<file path="src/rtl/id_ex_operand_stage_if.sv">
// Signal bundle between the ID stage, the forwarding sources and the
// ID/EX operand stage. The master drives ID fields and forwarding taps;
// the slave (the operand stage) drives the EX-side operands and controls.
interface id_ex_operand_stage_if #(
    parameter int XLEN = 32,
    parameter int RA_W = 5
);
    // ID stage fields
    logic            id_valid;
    logic [XLEN-1:0] id_pc;
    logic [XLEN-1:0] id_rs1_data;
    logic [XLEN-1:0] id_rs2_data;
    logic [XLEN-1:0] id_imm;
    logic [RA_W-1:0] id_rs1_addr;
    logic [RA_W-1:0] id_rs2_addr;
    logic [RA_W-1:0] id_rd_addr;
    logic [3:0]      id_ALUSel;
    logic            id_asel;
    logic            id_bsel;
    logic            id_regwen;
    logic            id_memread;
    logic            id_memwrite;

    // Pipeline control
    logic            flush;
    logic            hold;

    // Forwarding taps from EX/MEM and MEM/WB
    logic            mem_regwen;
    logic [RA_W-1:0] mem_rd_addr;
    logic [XLEN-1:0] mem_alu_result;
    logic            wb_regwen;
    logic [RA_W-1:0] wb_rd_addr;
    logic [XLEN-1:0] wb_data;

    // EX-side results
    logic [XLEN-1:0] outmux1;
    logic [XLEN-1:0] outmux2;
    logic [3:0]      ALUSel;
    logic [XLEN-1:0] ex_store_data;
    logic [XLEN-1:0] ex_pc;
    logic [RA_W-1:0] ex_rd_addr;
    logic            ex_regwen;
    logic            ex_memread;
    logic            ex_memwrite;
    logic            ex_valid;
    logic            stall_id;

    modport master (
        output id_valid, id_pc, id_rs1_data, id_rs2_data, id_imm,
               id_rs1_addr, id_rs2_addr, id_rd_addr, id_ALUSel,
               id_asel, id_bsel, id_regwen, id_memread, id_memwrite,
               flush, hold,
               mem_regwen, mem_rd_addr, mem_alu_result,
               wb_regwen, wb_rd_addr, wb_data,
        input  outmux1, outmux2, ALUSel, ex_store_data, ex_pc, ex_rd_addr,
               ex_regwen, ex_memread, ex_memwrite, ex_valid, stall_id
    );

    modport slave (
        input  id_valid, id_pc, id_rs1_data, id_rs2_data, id_imm,
               id_rs1_addr, id_rs2_addr, id_rd_addr, id_ALUSel,
               id_asel, id_bsel, id_regwen, id_memread, id_memwrite,
               flush, hold,
               mem_regwen, mem_rd_addr, mem_alu_result,
               wb_regwen, wb_rd_addr, wb_data,
        output outmux1, outmux2, ALUSel, ex_store_data, ex_pc, ex_rd_addr,
               ex_regwen, ex_memread, ex_memwrite, ex_valid, stall_id
    );
endinterface

</file>
<file path="src/rtl/id_ex_operand_stage.sv">
// ID/EX pipeline register plus EX operand selection: captures decoded ID
// fields, forwards from EX/MEM and MEM/WB, detects load-use hazards and
// inserts bubbles on stall or flush. Freezes completely on hold.
module id_ex_operand_stage #(
    parameter int XLEN = 32,
    parameter int RA_W = 5
) (
    input logic                  clk,
    input logic                  rst,
    id_ex_operand_stage_if.slave bus
);
    typedef struct packed {
        logic [XLEN-1:0] pc;
        logic [XLEN-1:0] rs1_data;
        logic [XLEN-1:0] rs2_data;
        logic [XLEN-1:0] imm;
        logic [RA_W-1:0] rs1_addr;
        logic [RA_W-1:0] rs2_addr;
        logic [RA_W-1:0] rd_addr;
        logic [3:0]      alusel;
        logic            asel;
        logic            bsel;
        logic            regwen;
        logic            memread;
        logic            memwrite;
        logic            valid;
    } ex_reg_t;

    ex_reg_t         ex_q;
    ex_reg_t         ex_d;
    logic            load_use;
    logic [XLEN-1:0] fwd_rs1;
    logic [XLEN-1:0] fwd_rs2;

    // Load-use hazard: a load in EX whose destination the ID instruction reads.
    assign load_use = ex_q.memread && ex_q.valid && (ex_q.rd_addr != '0) && bus.id_valid
                    && ((ex_q.rd_addr == bus.id_rs1_addr) || (ex_q.rd_addr == bus.id_rs2_addr));

    assign bus.stall_id = load_use && !bus.flush;

    // Next-state selection: hold, bubble (flush or load-use) or capture of ID.
    always_comb begin
        // NOTE: defaulting to the current value first means every path assigns ex_d, so no latch.
        ex_d = ex_q;
        if (bus.hold) begin
            ex_d = ex_q;
        end else if (bus.flush || load_use) begin
            // Operands are kept; only the enables and forwarding keys are cleared.
            ex_d.valid    = 1'b0;
            ex_d.regwen   = 1'b0;
            ex_d.memread  = 1'b0;
            ex_d.memwrite = 1'b0;
            ex_d.rd_addr  = '0;
            ex_d.rs1_addr = '0;
            ex_d.rs2_addr = '0;
            ex_d.alusel   = 4'b0000;
        end else begin
            ex_d.valid    = bus.id_valid;
            ex_d.pc       = bus.id_pc;
            ex_d.imm      = bus.id_imm;
            ex_d.rs1_addr = bus.id_rs1_addr;
            ex_d.rs2_addr = bus.id_rs2_addr;
            ex_d.rd_addr  = bus.id_rd_addr;
            ex_d.alusel   = bus.id_ALUSel;
            ex_d.asel     = bus.id_asel;
            ex_d.bsel     = bus.id_bsel;
            ex_d.regwen   = bus.id_regwen;
            ex_d.memread  = bus.id_memread;
            ex_d.memwrite = bus.id_memwrite;
            // Same-cycle register file write is not yet visible on the read port.
            ex_d.rs1_data = (bus.wb_regwen && (bus.wb_rd_addr != '0)
                             && (bus.wb_rd_addr == bus.id_rs1_addr)) ? bus.wb_data : bus.id_rs1_data;
            ex_d.rs2_data = (bus.wb_regwen && (bus.wb_rd_addr != '0)
                             && (bus.wb_rd_addr == bus.id_rs2_addr)) ? bus.wb_data : bus.id_rs2_data;
        end
    end

    // Pipeline register with synchronous reset.
    always_ff @(posedge clk) begin
        // NOTE: non-blocking assignment so every register samples pre-edge values.
        if (rst) ex_q <= '0;
        else     ex_q <= ex_d;
    end

    // Operand forwarding: EX/MEM beats MEM/WB, and x0 is never forwarded.
    always_comb begin
        fwd_rs1 = ex_q.rs1_data;
        fwd_rs2 = ex_q.rs2_data;
        if (bus.mem_regwen && (bus.mem_rd_addr != '0) && (bus.mem_rd_addr == ex_q.rs1_addr))
            fwd_rs1 = bus.mem_alu_result;
        else if (bus.wb_regwen && (bus.wb_rd_addr != '0) && (bus.wb_rd_addr == ex_q.rs1_addr))
            fwd_rs1 = bus.wb_data;
        if (bus.mem_regwen && (bus.mem_rd_addr != '0) && (bus.mem_rd_addr == ex_q.rs2_addr))
            fwd_rs2 = bus.mem_alu_result;
        else if (bus.wb_regwen && (bus.wb_rd_addr != '0) && (bus.wb_rd_addr == ex_q.rs2_addr))
            fwd_rs2 = bus.wb_data;
    end

    assign bus.outmux1       = ex_q.asel ? ex_q.pc : fwd_rs1;
    assign bus.outmux2       = ex_q.bsel ? ex_q.imm : fwd_rs2;
    assign bus.ex_store_data = fwd_rs2;
    assign bus.ALUSel        = ex_q.alusel;
    assign bus.ex_pc         = ex_q.pc;
    assign bus.ex_rd_addr    = ex_q.rd_addr;
    assign bus.ex_regwen     = ex_q.regwen;
    assign bus.ex_memread    = ex_q.memread;
    assign bus.ex_memwrite   = ex_q.memwrite;
    assign bus.ex_valid      = ex_q.valid;
endmodule

</file>
<file path="src/flat_wrapper.sv">
// flat-port wrapper written by rule: the top's interface ports become plain ports
module id_ex_operand_stage_flat 
#(
    parameter int XLEN = 32,
    parameter int RA_W = 5
)
  (clk, rst, bus_id_valid, bus_id_pc, bus_id_rs1_data, bus_id_rs2_data, bus_id_imm, bus_id_rs1_addr, bus_id_rs2_addr, bus_id_rd_addr, bus_id_ALUSel, bus_id_asel, bus_id_bsel, bus_id_regwen, bus_id_memread, bus_id_memwrite, bus_flush, bus_hold, bus_mem_regwen, bus_mem_rd_addr, bus_mem_alu_result, bus_wb_regwen, bus_wb_rd_addr, bus_wb_data, bus_outmux1, bus_outmux2, bus_ALUSel, bus_ex_store_data, bus_ex_pc, bus_ex_rd_addr, bus_ex_regwen, bus_ex_memread, bus_ex_memwrite, bus_ex_valid, bus_stall_id);
  id_ex_operand_stage_if #(.XLEN(XLEN), .RA_W(RA_W)) bus_i ();
  input logic clk;
  input logic rst;
  input wire logic [$bits(bus_i.id_valid)-1:0] bus_id_valid;
  input wire logic [$bits(bus_i.id_pc)-1:0] bus_id_pc;
  input wire logic [$bits(bus_i.id_rs1_data)-1:0] bus_id_rs1_data;
  input wire logic [$bits(bus_i.id_rs2_data)-1:0] bus_id_rs2_data;
  input wire logic [$bits(bus_i.id_imm)-1:0] bus_id_imm;
  input wire logic [$bits(bus_i.id_rs1_addr)-1:0] bus_id_rs1_addr;
  input wire logic [$bits(bus_i.id_rs2_addr)-1:0] bus_id_rs2_addr;
  input wire logic [$bits(bus_i.id_rd_addr)-1:0] bus_id_rd_addr;
  input wire logic [$bits(bus_i.id_ALUSel)-1:0] bus_id_ALUSel;
  input wire logic [$bits(bus_i.id_asel)-1:0] bus_id_asel;
  input wire logic [$bits(bus_i.id_bsel)-1:0] bus_id_bsel;
  input wire logic [$bits(bus_i.id_regwen)-1:0] bus_id_regwen;
  input wire logic [$bits(bus_i.id_memread)-1:0] bus_id_memread;
  input wire logic [$bits(bus_i.id_memwrite)-1:0] bus_id_memwrite;
  input wire logic [$bits(bus_i.flush)-1:0] bus_flush;
  input wire logic [$bits(bus_i.hold)-1:0] bus_hold;
  input wire logic [$bits(bus_i.mem_regwen)-1:0] bus_mem_regwen;
  input wire logic [$bits(bus_i.mem_rd_addr)-1:0] bus_mem_rd_addr;
  input wire logic [$bits(bus_i.mem_alu_result)-1:0] bus_mem_alu_result;
  input wire logic [$bits(bus_i.wb_regwen)-1:0] bus_wb_regwen;
  input wire logic [$bits(bus_i.wb_rd_addr)-1:0] bus_wb_rd_addr;
  input wire logic [$bits(bus_i.wb_data)-1:0] bus_wb_data;
  output wire logic [$bits(bus_i.outmux1)-1:0] bus_outmux1;
  output wire logic [$bits(bus_i.outmux2)-1:0] bus_outmux2;
  output wire logic [$bits(bus_i.ALUSel)-1:0] bus_ALUSel;
  output wire logic [$bits(bus_i.ex_store_data)-1:0] bus_ex_store_data;
  output wire logic [$bits(bus_i.ex_pc)-1:0] bus_ex_pc;
  output wire logic [$bits(bus_i.ex_rd_addr)-1:0] bus_ex_rd_addr;
  output wire logic [$bits(bus_i.ex_regwen)-1:0] bus_ex_regwen;
  output wire logic [$bits(bus_i.ex_memread)-1:0] bus_ex_memread;
  output wire logic [$bits(bus_i.ex_memwrite)-1:0] bus_ex_memwrite;
  output wire logic [$bits(bus_i.ex_valid)-1:0] bus_ex_valid;
  output wire logic [$bits(bus_i.stall_id)-1:0] bus_stall_id;
  assign bus_i.id_valid = bus_id_valid;
  assign bus_i.id_pc = bus_id_pc;
  assign bus_i.id_rs1_data = bus_id_rs1_data;
  assign bus_i.id_rs2_data = bus_id_rs2_data;
  assign bus_i.id_imm = bus_id_imm;
  assign bus_i.id_rs1_addr = bus_id_rs1_addr;
  assign bus_i.id_rs2_addr = bus_id_rs2_addr;
  assign bus_i.id_rd_addr = bus_id_rd_addr;
  assign bus_i.id_ALUSel = bus_id_ALUSel;
  assign bus_i.id_asel = bus_id_asel;
  assign bus_i.id_bsel = bus_id_bsel;
  assign bus_i.id_regwen = bus_id_regwen;
  assign bus_i.id_memread = bus_id_memread;
  assign bus_i.id_memwrite = bus_id_memwrite;
  assign bus_i.flush = bus_flush;
  assign bus_i.hold = bus_hold;
  assign bus_i.mem_regwen = bus_mem_regwen;
  assign bus_i.mem_rd_addr = bus_mem_rd_addr;
  assign bus_i.mem_alu_result = bus_mem_alu_result;
  assign bus_i.wb_regwen = bus_wb_regwen;
  assign bus_i.wb_rd_addr = bus_wb_rd_addr;
  assign bus_i.wb_data = bus_wb_data;
  assign bus_outmux1 = bus_i.outmux1;
  assign bus_outmux2 = bus_i.outmux2;
  assign bus_ALUSel = bus_i.ALUSel;
  assign bus_ex_store_data = bus_i.ex_store_data;
  assign bus_ex_pc = bus_i.ex_pc;
  assign bus_ex_rd_addr = bus_i.ex_rd_addr;
  assign bus_ex_regwen = bus_i.ex_regwen;
  assign bus_ex_memread = bus_i.ex_memread;
  assign bus_ex_memwrite = bus_i.ex_memwrite;
  assign bus_ex_valid = bus_i.ex_valid;
  assign bus_stall_id = bus_i.stall_id;
  id_ex_operand_stage #(.XLEN(XLEN), .RA_W(RA_W)) u_core (.clk(clk), .rst(rst), .bus(bus_i));
endmodule
</file>
<file path="config.mk">
export PLATFORM = sky130hd
export DESIGN_NAME = id_ex_operand_stage_flat
export DESIGN_NICKNAME = d
export VERILOG_FILES = /design/src/rtl/id_ex_operand_stage_if.sv /design/src/rtl/id_ex_operand_stage.sv /design/src/flat_wrapper.sv
export SDC_FILE = /design/constraint.sdc
export NUM_CORES = 1
export LEC_CHECK = 0
export ABC_AREA = 1
export CAP_MARGIN = 20
export CORE_AREA = 3 3 164 166
export DETAILED_ROUTE_END_ITERATION = 12
export DIE_AREA = 0 0 167 169
export GPL_ROUTABILITY_DRIVEN = 0
export HOLD_SLACK_MARGIN = 0.08
export PLACE_DENSITY = 0.75
export SLEW_MARGIN = 20
export SYNTH_ARGS = -nofsm -noshare
export SYNTH_HDL_FRONTEND = slang
export SYNTH_SLANG_ARGS = --single-unit
</file>
<file path="constraint.sdc">
create_clock -name clk -period 1.77 [get_ports clk]
set_input_delay 0.354 -clock clk [delete_from_list [all_inputs] [get_ports clk]]
set_output_delay 0.354 -clock clk [all_outputs]
set_load 0.01 [all_outputs]
</file>
# Word level (Yosys, flattened, before mapping)
# Cells that the tools add are included.
totals:
  register_bits: 153
  inputBits: 233
  output_inout_bits: 142
classes:
  eq_ne: 8
  mux: 10
  bitwise: 2
  n_reduce_logical: 20
ops:
  columns: ["operator", "n"]
  rows:
  - ["2-to-1 mux 32 bit", 8]
  - ["equality test 5 bit", 8]
  - ["2-to-1 mux 19 bit", 1]
  - ["nonzero test 5 bit", 3]
  - ["logical AND 1 bit", 13]
  - ["2-to-1 mux 4 bit", 1]
  - ["logical OR 1 bit", 2]
  - ["NOT 1 bit", 2]
  - ["AND reduction 2 bit", 1]
  - ["logical NOT 1 bit", 1]

# Longest topological paths before layout
# Gate-level depths: netlist (run 1).
logic_depth:
  ltp_word: 7
  mapped_depth: 13
  depth_no_buf: 11

# Worst setup path after synthesis (run 1)
# No wires, ideal clock.
synth_timing:
  path_kind: "input to output"
  startpoint: "input port bus_wb_rd_addr[0]"
  endpoint: "output port bus_outmux2[21]"
  arrival_ps: 1506
  path_slack_ps: -90
  stages: 9
  path_buffers: 2
  path_cell_list: "buf_2 xnor2_1 nand2_1 nor2_2 clkbuf_1 nand4_1 nand3_1 nand3_1 nand2_1"
synth_between:
  elab_chain_len: 6
synth_rtl:
  columns: ["item", "line_no", "text"]
  rows:
  - ["start: declaration", "flat_wrapper.sv:31", "input wire logic [$bits(bus_i.wb_rd_addr)-1:0] bus_wb_rd_addr;"]
  - ["nonzero test 5 bit", "id_ex_operand_stage.sv:95", "else if (bus.wb_regwen && (bus.wb_rd_addr != '0) && (bus.wb_rd_addr == ex_q.rs2_addr))"]
  - ["logical AND 1 bit", "id_ex_operand_stage.sv:95", null]
  - ["logical AND 1 bit *", "id_ex_operand_stage.sv:95", null]
  - ["2-to-1 mux 32 bit *", "id_ex_operand_stage.sv:95", null]
  - ["2-to-1 mux 32 bit *", "id_ex_operand_stage.sv:93", "if (bus.mem_regwen && (bus.mem_rd_addr != '0) && (bus.mem_rd_addr == ex_q.rs2_addr))"]
  - ["2-to-1 mux 32 bit *", "id_ex_operand_stage.sv:100", "assign bus.outmux2 = ex_q.bsel ? ex_q.imm : fwd_rs2;"]
  - ["end: declaration", "flat_wrapper.sv:34", "output wire logic [$bits(bus_i.outmux2)-1:0] bus_outmux2;"]
# Every way passes the cells marked *; elsewhere a longest branch is shown, timed or not.

# Worst setup path in the final report (run 1)
layout_timing:
  startpoint: "register u_core.ex_q[20] (netlist name)"
  endpoint: "output port bus_outmux1[1]"
layout_between:
  elab_chain_len: 5
layout_rtl:
  columns: ["item", "line_no", "text"]
  rows:
  - ["start: declaration", "id_ex_operand_stage.sv:29", "ex_reg_t ex_q;"]
  - ["start signal: assignment", "id_ex_operand_stage.sv:81", "if (rst) ex_q <= '0;"]
  - ["start signal: assignment", "id_ex_operand_stage.sv:82", "else ex_q <= ex_d;"]
  - ["equality test 5 bit", "id_ex_operand_stage.sv:91", "else if (bus.wb_regwen && (bus.wb_rd_addr != '0) && (bus.wb_rd_addr == ex_q.rs1_addr))"]
  - ["logical AND 1 bit", "id_ex_operand_stage.sv:91", null]
  - ["2-to-1 mux 32 bit", "id_ex_operand_stage.sv:91", null]
  - ["2-to-1 mux 32 bit *", "id_ex_operand_stage.sv:89", "if (bus.mem_regwen && (bus.mem_rd_addr != '0) && (bus.mem_rd_addr == ex_q.rs1_addr))"]
  - ["2-to-1 mux 32 bit *", "id_ex_operand_stage.sv:99", "assign bus.outmux1 = ex_q.asel ? ex_q.pc : fwd_rs1;"]
  - ["end: declaration", "flat_wrapper.sv:33", "output wire logic [$bits(bus_i.outmux1)-1:0] bus_outmux1;"]
# Marked as above.

==> results of run 1 <==
==> critical path: stages, from the launching register on <==
cell       delay [ns]
dfxtp_4          0.37
xnor2_2          0.16
nand3_2          0.12
nor2_4           0.14
buf_12           0.13
nand2_4          0.08
bufbuf_16        0.29
nand2_1          0.06
nand3_1          0.11
nand2_2          0.10
nand2_1          0.05
buf_2            0.13
==> cells by family after synthesis <==
| group | Yosys count |
|---|---|
| simple gates | 1278 |
| buf+inv | 343 |
| flops | 153 |
| compound gates | 57 |
| xor+xnor | 31 |
==> layout by cell type, fill, tap and decap left out, types with 10 or more instances in the layout <==
cell type,instances
nand2_1,518
clkdlybuf4s50_1,256
nor2_1,255
inv_1,168
nand3_1,144
dfxtp_1,139
nand2_2,117
buf_4,81
buf_6,73
nand3_2,64
buf_2,46
clkbuf_16,42
buf_12,42
nand2_4,34
nand4_1,33
nand3b_1,33
and2_4,32
o21ai_2,26
a21oi_1,23
nor2_2,17
nand3_4,16
nor2_4,12
xnor2_1,12
buf_16,12
xor2_1,10
dlymetal6s2s_1,10
dlygate4sd2_1,10
==> registers in the layout, indices dropped and copies added, names as in the netlist <==
name	count
u_core.bus.ex_valid	1
u_core.ex_q	108
u_core.bus.ALUSel	4
u_core.bus.ex_memread	1
u_core.bus.ex_pc	32
u_core.bus.ex_rd_addr	5
u_core.bus.ex_regwen	1
u_core.bus.ex_memwrite	1
==> final timing paths <==
check / cells after the start / end / slack (ns) / from
worst max register to register: 13 / u_core.ex_q[64] / -0.11 / u_core.bus.ex_rd_addr[1]
worst max-delay path: 11 / bus_outmux1[1] / -0.76 / u_core.ex_q[20]
worst min-delay path: 4 / u_core.ex_q[21] / 0.37 / bus_id_rs1_addr[1]
worst min register to register: 2 / u_core.bus.ex_regwen / 0.47 / u_core.bus.ex_regwen
==> routing by layer <==
| metal | up-vias | wire, µm | GRT usage (%) |
|---|---|---|---|
| li1 | 6566 | - | - |
| met1 | 6501 | 19400 | 37.5 |
| met2 | 990 | 24900 | 53.0 |
| met3 | 277 | 5390 | 5.32 |
| met4 | 0 | 3110 | 14.3 |
| met5 | - | 0 | 0 |
==> through the flow <==
stage / utilization [%] / hold WS, ns / worst slack (ns) / instance area, µm²
2_1_floorplan: - / 0.423 / -0.0163 / 10800
3_3_place_gp: 59.2 / 0.454 / -1.19 / 15300
3_5_place_dp: 59.2 / 0.459 / -1.19 / 15300
4_1_cts: 64.1 / 0.469 / -0.743 / 16500
5_1_grt: 72.8 / 0.380 / -0.833 / 18800
6_report: 72.8 / 0.373 / -0.761 / 18800
==> area by class of cell <==
| type | count | area [µm²] |
|---|---|---|
| inverters | 178 | 671 |
| multi-input cells | 1371 | 7530 |
| diodes | 2 | 5.00 |
| fillers | 1896 | 7000 |
| repair buffers | 566 | 6420 |
| well taps | 335 | 419 |
| flip-flops and latches | 153 | 3100 |
| clock buffers | 20 | 457 |
| clock inverters | 12 | 164 |
==> where the power goes <==
| group | switching, mW | internal, mW | leakage [nW] | total (mW) |
|---|---|---|---|---|
| Clock | 1.65 | 2.32 | 0.290 | 3.97 |
| Sequential | 0.166 | 3.66 | 1.27 | 3.83 |
| Combinational | 1.94 | 1.88 | 7.75 | 3.83 |
| Total | 3.76 | 7.87 | 9.31 | 11.6 |
==> what timing repair did <==
item / in CTS / in global routing
setup buffers: 19 / 18
cloned: 9 / 42
setup endpoints to repair: 231 / 233
pin swaps: 26 / 91
resized for setup: 471 / 436
==> impl_metrics.tcl, run 1 <==
set metrics [dict create \
    ys_ff_latch 153 \
    vias_per_cell 5.44 \
    vdd_ir_drop_max_mv 0.487 \
    synthAdderAreaFrac_pct 0 \
    insertion_delay_ns 0.42 \
    numPortBuffers 374 \
    drive_gt1_share_pct 29.7 \
    num_vias 14334 \
    status "finished with violations" \
    setup_tns_ns -66.48 \
    initial_core_util_pct 41.3 \
    async_flop_share_pct 0 \
    setup_viol 177 \
    areaGrowthSynthToFinish_pct 76.5 \
    synth_ff_type "dfxtp_1" \
    end_kind "primary output" \
    path_clk_slew_ns 0.07 \
    synth_nets 2095 \
    cp.required_ns 1.42 \
    die-area_um2 28200 \
    cts_tree "yes" \
    top_level_ports 375 \
    first_iter_violations 1647 \
    fmax_mhz 395 \
    cp_data_arrival_time_ns 2.18 \
    fin_crit_sh_pct 143 \
    crit_type "flip-flop to primary output" \
    powerDensity_nw_per_um2 620 \
    firstDrtPassIters 6 \
    coreArea_um2 25800 \
    yosysSeqAreaShare_pct 28.8 \
    startpoint_type "flip-flop" \
    ys_warn_count 0 \
    synth_mux_area_share_pct 0 \
    grt_max_degree 50 \
    die_x_um 167 \
    relSlewSlack_pct 72.6 \
    p_leak_nw 9.31 \
    timing.final.max_slew_violations 0 \
    cts.sinks 153 \
    synthSimpleGateAreaFrac_pct 50.7 \
    layout.nets 2520 \
    wl_per_cell_um 20.0 \
    rows 59 \
    syn_inst 1862 \
    fin_worst_skew_ns 0.0120 \
    globalRouteTotalUtil_pct 30.8 \
    gr-total-overflow 0 \
    finalCriticalPeriod_ns 2.53 \
    clock_path_buffers 2 \
    synth_top_family_by_area "simple AND/OR/NAND/NOR gates" \
    worstPathMaxFanout 5 \
    route.antenna.remaining_nets 0 \
    cts_max_level 4 \
    synth_xor_area_share_pct 2.55 \
    synth_cell_types 24 \
    synth_common_cells "669 x nand2_1, 279 x nor2_1, 224 x nand3_1, 174 x inv_1, 153 x dfxtp_1" \
    synth_area_um2 10600 \
    yosysTopAreaCellShare_pct 28.8 \
    synth.avg_cell_area_um2 5.71 \
    tightestPinTransition_ns 0.411 \
    synth_compound_area_share_pct 2.72 \
    yosysMostFrequentCell "nand2_1" \
    antenna_found_initial 2 \
    final_cells 2637 \
    drc 0 \
    dpl.hpwl_um 30100 \
    violations "setup timing" \
    grt_pass1_wl_um 69900 \
    place_inst 2517 \
    maxCapViolCount 0 \
    rsz0062_at_grt "true" \
    fp.dieH_um 169 \
    synth_edf_count 0 \
    first_global_vias 13194 \
    hold_path_class "input pin to flip-flop" \
    worst_slack_ns -0.761 \
    cts_root_buf "clkbuf_16" \
    cts_made_buffers 17 \
    hold_viol_final 0 \
    finalPower_mw 11.6 \
    totalWireLength_um 52800 \
    synth_area_leaders "dfxtp_1 29%, nand2_1 24%, nand3_1 11%" \
    holdBufCountCts 0 \
    synth_largest_area_cell "dfxtp_1" \
]
Power figures use the tool's default switching activity.
==> run 2: changes to the inputs <==
--- a/config.mk
+++ b/config.mk
@@ -8,12 +8,13 @@
 export ABC_AREA = 1
 export CAP_MARGIN = 20
 export CORE_AREA = 3 3 164 166
+export CTS_CLUSTER_SIZE = 28
 export DETAILED_ROUTE_END_ITERATION = 12
 export DIE_AREA = 0 0 167 169
 export GPL_ROUTABILITY_DRIVEN = 0
 export HOLD_SLACK_MARGIN = 0.08
 export PLACE_DENSITY = 0.75
-export SLEW_MARGIN = 20
+export SLEW_MARGIN = 10
 export SYNTH_ARGS = -nofsm -noshare
 export SYNTH_HDL_FRONTEND = slang
 export SYNTH_SLANG_ARGS = --single-unit
==> results of run 2 <==
Same layout as run 1: the final DEF is identical, and so are final timing and power.
==> run 3: changes to the inputs <==
--- a/config.mk
+++ b/config.mk
@@ -6,11 +6,12 @@
 export NUM_CORES = 1
 export LEC_CHECK = 0
 export ABC_AREA = 1
+export ABC_CLOCK_PERIOD_IN_PS = 1770
 export CAP_MARGIN = 20
-export CORE_AREA = 3 3 164 166
+export CORE_AREA = 8 8 169 171
 export CTS_CLUSTER_SIZE = 28
 export DETAILED_ROUTE_END_ITERATION = 12
-export DIE_AREA = 0 0 167 169
+export DIE_AREA = 0 0 177 179
 export GPL_ROUTABILITY_DRIVEN = 0
 export HOLD_SLACK_MARGIN = 0.08
 export PLACE_DENSITY = 0.75
==> run 3 against run 2 <==
  * The flow still finishes with violations (setup timing)
  * Sequential power hardly changed
  * Largest cell class unchanged
  * Largest power group unchanged
  * Final cell count is 0.99% higher
  * Register-to-register slack hardly changed
  * Fmax is 3.3% lower
  * Non-clock buffer count is 23 higher
  * Routed wire length is 9.5% higher
  * Global-route usage is 1.8 points lower
  * Critical path depth is 1 lower
  * Via count is 3.6% higher
  * Die area is 12% higher
  * Combinational power is 4% higher
==> impl_metrics.tcl, run 3 (synthesized netlist as in run 1, its figures left out) <==
set metrics [dict create \
    num_vias 14843 \
    crit_type "flip-flop to primary output" \
    pwr-share-comb_pct 32.5 \
    antenna_found_initial 6 \
    cp.required_ns 1.42 \
    final_cells 2663 \
    first_iter_violations 1694 \
    setup_viol 160 \
    place_inst 2520 \
    insertion_delay_ns 0.44 \
    use_met2_pct 48.3 \
    hold_viol_final 0 \
    critPathMaxStageDelay_ns 0.37 \
    areaGrowthSynthToFinish_pct 80.4 \
    vdd_ir_drop_max_mv 0.435 \
    coreArea_um2 25800 \
    place_ws_ns -1.18 \
    path_clk_slew_ns 0.08 \
    worst_slack_ns -0.848 \
    firstDrtPassIters 7 \
    hold_path_class "input pin to flip-flop" \
    die_x_um 177 \
    cts_max_level 4 \
    fmax_mhz 382 \
    met3_usage_pct 7.14 \
    holdWs_ns 0.361 \
    numPortBuffers 374 \
    holdBufCountCts 0 \
    fill_cells 1812 \
    violations "setup timing" \
    cts_root_buf "clkbuf_16" \
    gr-total-overflow 0 \
    top_register "u_core.ex_q" \
    sequentialPowerShare_pct 31.4 \
    dpl.hpwl_um 32000 \
    fin_area_um2 19200 \
    layout.nets 2544 \
    end_kind "primary output" \
    vias_per_cell 5.57 \
    intPower_mw 8.31 \
    cts_tree "yes" \
    tightestPinTransition_ns 0.470 \
    top_usage_layer "met2" \
    globalRouteTotalUtil_pct 28.9 \
    timing.final.max_slew_violations 0 \
    fin_crit_sh_pct 148 \
    first_global_vias 13132 \
    layout_common_cells "524 x nand2_1, 253 x clkdlybuf4s50_1, 248 x nor2_1, 171 x inv_1, 137 x dfxtp_1" \
    cts_made_buffers 17 \
    rsz0062_at_grt "true" \
    largest_register_ffs 108 \
    grt_pass1_wl_um 71800 \
    drive_gt1_share_pct 30.5 \
    p_leak_nw 9.49 \
    grt_max_degree 55 \
    slowest_stage "dfxtp_4" \
    cp_data_arrival_time_ns 2.26 \
    place_area_um2 15300 \
    powerDensity_nw_per_um2 637 \
    fp.dieH_um 179 \
    path_cells "xnor2_2 -> nand3_2 -> nor2_4 -> nand2_4 -> clkbuf_16 -> o21ai_0 -> inv_1 -> nand2_2 -> nand2_1 -> buf_2" \
    grt_use_met1_pct 33.6 \
    rows 59 \
    cts.sinks 153 \
    utilization_pct 74.5 \
    fin_worst_skew_ns 0.0196 \
    initial_core_util_pct 41.3 \
    multiInputGateArea_um2 7670 \
    final_common_cell "nand2_1" \
    worstPathMaxFanout 6 \
    register_area_um2 3100 \
    relSlewSlack_pct 68.7 \
    top_level_ports 375 \
    clkPwrFrac_pct 36.0 \
    status "finished with violations" \
    clock_path_buffers 2 \
    finalCriticalPeriod_ns 2.62 \
    route.antenna.remaining_nets 0 \
    sw_frac_of_total_pct 32.0 \
    startpoint_type "flip-flop" \
    power_switching_mw 3.90 \
    die-area_um2 31700 \
    totalWireLength_um 57800 \
    drc 0 \
    maxCapViolCount 0 \
    wl_per_cell_um 21.7 \
]
## run 3: cell types whose count changed in the layout (fill, tap and decap cells not counted), moves of 9 or more
| cell | delta |
|---|---|
| nand3_1 | -20 |
| nand3_2 | +25 |
| dlygate4sd2_1 | +9 |
| buf_12 | +12 |
| nor2_4 | +13 |
| o21ai_0 | +11 |
| nand2_2 | -12 |
| buf_6 | +13 |
| o21ai_2 | -15 |
## run 3: repair_timing
item / 4_1_cts / 5_1_grt
gates resized for setup: 606 / 342
buffers inserted: 37 / 24
endpoints found under the setup margin: 232 / 228
pin swaps: 89 / 135
cloned: 11 / 43
## run 3: worst paths after layout
kind / from / depth (start not counted) / end / slack (ns)
worst max-delay path: u_core.ex_q[21] / 10 / bus_outmux1[9] / -0.85
worst min-delay path: bus_id_rs2_addr[0] / 4 / u_core.ex_q[15] / 0.36
worst max register to register: u_core.bus.ex_rd_addr[0] / 12 / u_core.ex_q[98] / -0.11
worst min register to register: u_core.bus.ALUSel[0] / 2 / u_core.bus.ALUSel[0] / 0.47
## run 3: layer usage
layer  routed length, µm  vias up  share of wire [%]
li1                    -     6612                  -
met1               20200     6808                 35
met2               27300     1093                 47
met3                6370      328                 11
met4                3890        2                6.7
met5                  13        -              0.022
## run 3: layout make-up
type                    instances  area share, %
diodes                          5         0.0652
clock buffers                  21           2.35
clock inverters                10           1.12
inverters                     178           3.51
multi-input cells            1372           40.0
flip-flops and latches        153           16.2
well taps                     335           2.19
repair buffers                589           34.7
## run 3: power by group through the flow
stage	Sequential, mW	Clock, mW	Combinational (mW)
finish	3.84	4.40	3.97
global route	3.86	4.52	4.20
CTS	3.82	4.36	3.33
detailed placement	3.88	0	3.17
global placement	3.87	0	3.13
floorplan	3.84	0	1.54
## run 3: critical path, delay by kind of cell, from the launching register on
family	cells	cell delay (ns)
and+or+nand+nor	5	0.60
buffers and inverters	3	0.45
DFF	1	0.37
AOI/OAI and AO/OA	1	0.22
xor gates and xnor gates	1	0.18
## run 3: per-stage QoR
step                setup TNS (ns)  power, mW
floorplan                   -0.402       5.38
global placement           -175.80       7.00
detailed placement         -187.71       7.05
CTS                         -64.63       11.5
global route                -84.09       12.6
finish                      -72.51       12.2
